`config.mk`:
```
export PLATFORM = sky130hd
export DESIGN_NAME = tlb_op_seq
export DESIGN_NICKNAME = d
export VERILOG_FILES = /design/src/rtl/tlb_op_seq.sv
export SDC_FILE = /design/constraint.sdc
export NUM_CORES = 1
export LEC_CHECK = 0
export CAP_MARGIN = 40
export CORE_AREA = 5 5 219 221
export CTS_CLUSTER_SIZE = 20
export DETAILED_ROUTE_END_ITERATION = 6
export DIE_AREA = 0 0 224 226
export GPL_TIMING_DRIVEN = 1
export SETUP_SLACK_MARGIN = 0.05
export SLEW_MARGIN = 20
export SYNTH_ARGS = -nofsm -noshare
export SYNTH_HDL_FRONTEND = slang
export SYNTH_SLANG_ARGS = --single-unit
```
`constraint.sdc`:
```
create_clock -name clk -period 4 [get_ports clk]
set_input_delay 0.6 -clock clk [delete_from_list [all_inputs] [get_ports clk]]
set_output_delay 0.6 -clock clk [all_outputs]
set_load 0.02 [all_outputs]
```
`src/rtl/tlb_op_seq.sv`:
```
`default_nettype none
// ============================================================================
// Module   : tlb_op_seq
// Purpose  : Commit-time sequencer for the TLBP / TLBR / TLBWI / TLBWR
//            instructions. Latches operands from CP0, issues one request to
//            the TLB, returns TLBP/TLBR results as a one-cycle CP0 write-back,
//            requests a refetch flush after TLBR/TLBWI/TLBWR, and owns the
//            CP0 Random counter.
// Ports    : clk/reset              - clock, synchronous active-high reset
//            req_*, stall, abort    - pipeline commit interface
//            cp0_*                  - CP0 register operands
//            random                 - CP0 Random value
//            tlb_req_*/tlb_resp_*   - TLB request/response interface
//            cp0_wb_*               - CP0 write-back pulse (TLBP/TLBR)
//            flush_valid/flush_pc   - refetch request (pc of TLB op + 4)
// Revision : 1.0 - initial release
// ============================================================================
module tlb_op_seq #(
  parameter int TLB_ENTRIES = 16,
  parameter int IDX_W       = $clog2(TLB_ENTRIES)
) (
  input  logic             clk,
  input  logic             reset,
  input  logic             req_valid,
  input  logic [1:0]       req_op,
  input  logic [31:0]      req_pc,
  output logic             req_ready,
  output logic             stall,
  input  logic             abort,
  input  logic [31:0]      cp0_index,
  input  logic [31:0]      cp0_wired,
  input  logic             cp0_wired_we,
  input  logic [31:0]      cp0_entry_hi,
  input  logic [31:0]      cp0_entry_lo0,
  input  logic [31:0]      cp0_entry_lo1,
  output logic [IDX_W-1:0] random,
  output logic             tlb_req_valid,
  input  logic             tlb_req_ready,
  output logic [1:0]       tlb_req_op,
  output logic [IDX_W-1:0] tlb_req_idx,
  output logic [31:0]      tlb_req_hi,
  output logic [31:0]      tlb_req_lo0,
  output logic [31:0]      tlb_req_lo1,
  input  logic             tlb_resp_valid,
  input  logic             tlb_resp_hit,
  input  logic [IDX_W-1:0] tlb_resp_idx,
  input  logic [31:0]      tlb_resp_hi,
  input  logic [31:0]      tlb_resp_lo0,
  input  logic [31:0]      tlb_resp_lo1,
  output logic             cp0_wb_valid,
  output logic [1:0]       cp0_wb_op,
  output logic [31:0]      cp0_wb_index,
  output logic [31:0]      cp0_wb_hi,
  output logic [31:0]      cp0_wb_lo0,
  output logic [31:0]      cp0_wb_lo1,
  output logic             flush_valid,
  output logic [31:0]      flush_pc
);

  localparam logic [1:0]       c_op_tlbp  = 2'd0;
  localparam logic [1:0]       c_op_tlbr  = 2'd1;
  localparam logic [1:0]       c_op_tlbwi = 2'd2;
  localparam logic [1:0]       c_op_tlbwr = 2'd3;
  localparam logic [IDX_W-1:0] c_rand_max = IDX_W'(TLB_ENTRIES - 1);
  localparam logic [31:0]      c_probe_miss = 32'h8000_0000;

  typedef enum logic [1:0] {
    S_IDLE  = 2'd0,
    S_ISSUE = 2'd1,
    S_WAIT  = 2'd2,
    S_DONE  = 2'd3
  } state_t;

  state_t           state_q, state_d;
  logic [1:0]       op_q, op_d;
  logic [IDX_W-1:0] idx_q, idx_d;
  logic [31:0]      hi_q, hi_d;
  logic [31:0]      lo0_q, lo0_d;
  logic [31:0]      lo1_q, lo1_d;
  logic [31:0]      flush_pc_q, flush_pc_d;
  logic [31:0]      wb_index_q, wb_index_d;
  logic [31:0]      wb_hi_q, wb_hi_d;
  logic [31:0]      wb_lo0_q, wb_lo0_d;
  logic [31:0]      wb_lo1_q, wb_lo1_d;
  logic [IDX_W-1:0] random_q, random_d;

  logic w_accept;
  logic w_wired_big;
  logic w_unused_bits;

  // Only the low index bits of Index select an entry.
  assign w_unused_bits = ^cp0_index[31:IDX_W];

  // A Wired value at or beyond the TLB size leaves no random-replaceable
  // entries; Random then parks at the top entry.
  assign w_wired_big = |cp0_wired[31:IDX_W];

  // ---------------------------------------------------------------------
  // Random counter: counts down from the top entry and reloads after it
  // has presented the Wired boundary value, so it cycles over [wired, max].
  // ---------------------------------------------------------------------
  always_comb begin
    random_d = random_q - IDX_W'(1);
    if (cp0_wired_we || w_wired_big || (random_q <= cp0_wired[IDX_W-1:0])) begin
      random_d = c_rand_max;
    end
  end

  // ---------------------------------------------------------------------
  // Sequencer next-state and outputs
  // ---------------------------------------------------------------------
  always_comb begin
    state_d    = state_q;
    op_d       = op_q;
    idx_d      = idx_q;
    hi_d       = hi_q;
    lo0_d      = lo0_q;
    lo1_d      = lo1_q;
    flush_pc_d = flush_pc_q;
    wb_index_d = wb_index_q;
    wb_hi_d    = wb_hi_q;
    wb_lo0_d   = wb_lo0_q;
    wb_lo1_d   = wb_lo1_q;

    // abort beats a same-cycle request in IDLE
    w_accept = (state_q == S_IDLE) && req_valid && !abort;

    case (state_q)
      S_IDLE: begin
        if (w_accept) begin
          state_d = S_ISSUE;
          op_d    = req_op;
          hi_d    = cp0_entry_hi;
          lo0_d   = cp0_entry_lo0;
          lo1_d   = cp0_entry_lo1;
          // Only pc+4 is ever needed, so store the refetch address directly.
          flush_pc_d = req_pc + 32'd4;
          case (req_op)
            c_op_tlbr, c_op_tlbwi: idx_d = cp0_index[IDX_W-1:0];
            c_op_tlbwr:            idx_d = random_q;
            default:               idx_d = '0;
          endcase
        end
      end
      S_ISSUE: begin
        // Once the TLB has taken the request the op is committed, so a
        // same-cycle abort is ignored.
        if (tlb_req_ready) begin
          state_d = S_WAIT;
        end else if (abort) begin
          state_d = S_IDLE;
        end
      end
      S_WAIT: begin
        if (tlb_resp_valid) begin
          state_d    = S_DONE;
          wb_index_d = tlb_resp_hit ? {{(32-IDX_W){1'b0}}, tlb_resp_idx} : c_probe_miss;
          wb_hi_d    = tlb_resp_hi;
          wb_lo0_d   = tlb_resp_lo0;
          wb_lo1_d   = tlb_resp_lo1;
        end
      end
      default: begin
        state_d = S_IDLE;
      end
    endcase

    req_ready     = (state_q == S_IDLE) && !reset;
    stall         = w_accept || (state_q == S_ISSUE) || (state_q == S_WAIT);
    tlb_req_valid = (state_q == S_ISSUE);
    cp0_wb_valid  = (state_q == S_DONE) && ((op_q == c_op_tlbp) || (op_q == c_op_tlbr));
    flush_valid   = (state_q == S_DONE) && (op_q != c_op_tlbp);
  end

  always_ff @(posedge clk) begin
    if (reset) begin
      state_q    <= S_IDLE;
      op_q       <= '0;
      idx_q      <= '0;
      hi_q       <= '0;
      lo0_q      <= '0;
      lo1_q      <= '0;
      flush_pc_q <= '0;
      wb_index_q <= '0;
      wb_hi_q    <= '0;
      wb_lo0_q   <= '0;
      wb_lo1_q   <= '0;
      random_q   <= c_rand_max;
    end else begin
      state_q    <= state_d;
      op_q       <= op_d;
      idx_q      <= idx_d;
      hi_q       <= hi_d;
      lo0_q      <= lo0_d;
      lo1_q      <= lo1_d;
      flush_pc_q <= flush_pc_d;
      wb_index_q <= wb_index_d;
      wb_hi_q    <= wb_hi_d;
      wb_lo0_q   <= wb_lo0_d;
      wb_lo1_q   <= wb_lo1_d;
      random_q   <= random_d;
    end
  end

  assign random       = random_q;
  assign tlb_req_op   = op_q;
  assign tlb_req_idx  = idx_q;
  assign tlb_req_hi   = hi_q;
  assign tlb_req_lo0  = lo0_q;
  assign tlb_req_lo1  = lo1_q;
  assign cp0_wb_op    = op_q;
  assign cp0_wb_index = wb_index_q;
  assign cp0_wb_hi    = wb_hi_q;
  assign cp0_wb_lo0   = wb_lo0_q;
  assign cp0_wb_lo1   = wb_lo1_q;
  assign flush_pc     = flush_pc_q;

endmodule
`default_nettype wire

```
==> summary.txt <==
Status
  • Status: finished clean

Floorplanning
  • Area of the core: 0.0460 mm²
  • Floorplan die height: 226 µm
  • Boundary Pins: 575
  • Die Wd: between 200 and 250 µm
  • Number of rows created at floorplan: 79
  • Full die area: 0.0506 mm²
  • Initial cell density of the core: 0.204

Timing
  • Max-slew violations: 0
  • Final-report setup violation count: 0
  • Worst slew slack as a fraction of its limit: 0.538
  • Setup repair after global routing missed its margin: no
  • Hold slack: 0.448 ns
  • Period utilization: 0.696
  • Post-route setup TNS: 0 ns
  • Max Freq: 0.359 GHz
  • Final hold violations: 0
  • Minimum period implied by the final worst setup slack: 2.78 ns
  • Actual transition at the worst max-transition pin: 0.693 ns
  • Clock Skews: 0.0128 ns

Synthesis
  • Largest cells by area after synthesis: sky130_fd_sc_hd__dfxtp_1 (51%), sky130_fd_sc_hd__nand2_1 (16%), sky130_fd_sc_hd__a21oi_1 (11%)
  • Synthesized netlist cell count: 1180
  • Sequential share of the synthesized area: 0.514
  • Number of warning messages in the yosys log: 0
  • Fraction of registers with async set/reset: 0
  • Mean instance size in the synthesized netlist: 7.96 µm²
  • Top cell type's share of synthesized area: 0.514
  • Flip-flop and latch count after synthesis: 241
  • Number of distinct library cell variants in the gate-level netlist after synthesis: between 40 and 50
  • Cell type with the largest total area after synthesis: sky130_fd_sc_hd__dfxtp_1
  • Cell area after technology mapping: 0.00939 mm²
  • Leading register cell type out of synthesis: sky130_fd_sc_hd__dfxtp_1
  • Number of flops mapped to enable cells by yosys: 0

Pwr
  • VDD IR max: roughly 0.27 mV
  • Power, Total: 6.19 mW
  • Power density over the cells: 385 mW/mm²
  • Leakage Power: between 5 and 6 nW

Critical path
  • Worst reg2reg setup slack: 1.62 ns
  • Startpoint of the worst setup timing path: state_q[0]$_SDFFE_PP0P_
  • Start-to-end type of the worst setup path: register to output port
  • Kind of start point of the critical path: register
  • Worst r2r path cells: 5
  • Required arrival time at the worst endpoint: 3.40 ns
  • Terminus of the critical flop-to-flop path: cp0_wb_index[31]$_SDFFE_PP0P_
  • Worst Setup EP: cp0_wb_valid
  • Critical path endpoint category: output port
  • Largest fanout of any net on the critical path: 9
  • Worst endpoint data arrival time: 2.18 ns
  • Worst reg2reg startpoint: state_q[1]$_SDFFE_PP0P_

Drt
  • DR vias/cell: between 4 and 5
  • Detailed router's first-iteration violation count: approximately 440
  • Detailed-router iteration count before antenna repair: 7
  • Total number of vias: 9750
  • Final routed wire length divided by cell count: 16.2 µm
  • Routed Wire Length: 37000 µm
  • # DRC: 0
  • Antenna Nets Post-Route: 0

Clock network
  • Sinks on Clock Net: 241
  • Clk Latency, worst-skew pair: 0.55 ns
  • Maximum buffer depth of the clock tree: 3
  • H-tree level count: 1
  • Cell at the root of the clock tree: sky130_fd_sc_hd__clkbuf_16
  • Setup fix buffers added after clock tree synthesis: 0
  • Clock input transition at the sequential cells of the worst setup and hold paths: 0.06 ns
  • CTS hold repair buffers: 0
  • CTS tree: yes
  • CTS-repair resized insts: 0
  • Number of buffers inserted during clock tree synthesis: 30

Layout
  • Most frequent cells in the layout: sky130_fd_sc_hd__clkdlybuf4s50_1 (518), sky130_fd_sc_hd__nand2_1 (408), sky130_fd_sc_hd__dfxtp_1 (241), sky130_fd_sc_hd__a21oi_1 (208), sky130_fd_sc_hd__nor2_1 (38)
  • Post-layout nets: 1965
  • Design area: 0.0161 mm²
  • Share of cells above drive strength 1: 0.0417
  • Area growth syn-to-layout: 71.0%
  • Most common cell after layout, fill and taps aside: sky130_fd_sc_hd__clkdlybuf4s50_1
  • Non-Filler Instances: 2285
  • Fill cell count: 4778
  • Multi-input logic area: 0.00405 mm²
  • Antenna fix cells: 0
  • Footprint of the flip-flops and latches: 0.00482 mm²

Placement
  • Cells after DPL: 2229
  • Detailed Place HPWL: between 20000 and 30000 µm
  • Routability cong.: 0.860
  • Area post-placement: 0.0150 mm²
  • Port Buffers: 519

Global route
  • First-pass GRT wire length: 53800 µm
  • Global routing usage summed across all routing layers: 0.133
  • Pin count of the biggest net entering global routing: 93
  • Number of antenna violations at the first check in global routing: 0
  • Vias in the first global route: 9266
  • Global route overflow: 0

Worst hold path
  • Hold/Removal Path Class: register to register
  • Startpoint of the worst hold path: cp0_wb_index[1]$_SDFFE_PP0P_

Flow run
  • Number of max-cap violations: 0
==> per-stage QoR <==
step	setup slack, ns	utilization
after floorplan	1.82	-
after CTS	1.15	0.349
after global routing	1.11	0.349
final	1.22	0.349
after global placement	1.15	0.326
after detailed placement	1.18	0.327
==> Yosys cell counts (8+ instances only) <==
library cell                 n
sky130_fd_sc_hd__ha_1        8
sky130_fd_sc_hd__nor3_1      9
sky130_fd_sc_hd__a211oi_1   14
sky130_fd_sc_hd__dfxtp_1   241
sky130_fd_sc_hd__o31ai_1    11
sky130_fd_sc_hd__buf_2      21
sky130_fd_sc_hd__nand4_1    11
sky130_fd_sc_hd__nor4_1     11
sky130_fd_sc_hd__or4_1      10
sky130_fd_sc_hd__nand3_1    14
sky130_fd_sc_hd__nor2_1     38
sky130_fd_sc_hd__inv_1       9
sky130_fd_sc_hd__a21oi_1   208
sky130_fd_sc_hd__nand2_1   409
sky130_fd_sc_hd__buf_4      29
sky130_fd_sc_hd__clkbuf_1   55
sky130_fd_sc_hd__a311oi_1   11
==> worst min path at each step <==
stage	to	slack (ns)	cells after the start
5_1_grt	cp0_wb_lo0[11]$_SDFFE_PP0P_	0.46	2
4_1_cts	cp0_wb_index[1]$_SDFFE_PP0P_	0.45	2
3_3_place_gp	cp0_wb_index[0]$_SDFFE_PP0P_	0.44	2
2_1_floorplan	random[0]$_SDFF_PP1_	0.52	1
3_5_place_dp	cp0_wb_index[1]$_SDFFE_PP0P_	0.44	2
6_report	cp0_wb_index[1]$_SDFFE_PP0P_	0.45	2
==> layout make-up <==
cell class                 count  share of cell area
inverter                       9             0.00210
timing repair buffer         530               0.335
sequential                   241               0.301
multi-input combinational    843               0.252
tap                          607              0.0473
clock inverter                13             0.00959
clock buffer                  42              0.0528
==> cell families after synthesis <==
family / count (synthesis) / synth area share
AOI/OAI and AO/OA: 267 / 0.160
xor gates and xnor gates: 14 / 0.0131
adders and majority gates: 8 / 0.0107
buffers and inverters: 122 / 0.0674
DFF: 241 / 0.514
muxes: 1 / 0.00107
other: 1 / 0.000399
and+or+nand+nor: 526 / 0.234
==> flip-flops by register name (all words and copies together) (netlist names), 5 cells and up <==
register / flops
cp0_wb_hi: 32
cp0_wb_index: 5
cp0_wb_lo0: 32
cp0_wb_lo1: 32
flush_pc: 32
tlb_req_hi: 32
tlb_req_lo0: 32
tlb_req_lo1: 32
==> power breakdown <==
part / switching [mW] / internal, mW
registers: 0.0471 / 2.49
clock network: 1.07 / 1.67
logic: 0.437 / 0.475
==> worst max-delay path, stage by stage (launching register included) <==
cell and delay [ns]:
sky130_fd_sc_hd__dfxtp_1 0.54, sky130_fd_sc_hd__nand2_1 0.29, sky130_fd_sc_hd__nor2_1 0.17, sky130_fd_sc_hd__clkdlybuf4s50_1 0.63
==> routing by layer <==
metal	wire length [µm]	global-route usage
met4	1140	0.0466
met3	3490	0.0434
met1	14100	0.150
met2	18300	0.237
met5	0	0
Power figures use the tool's default switching activity.
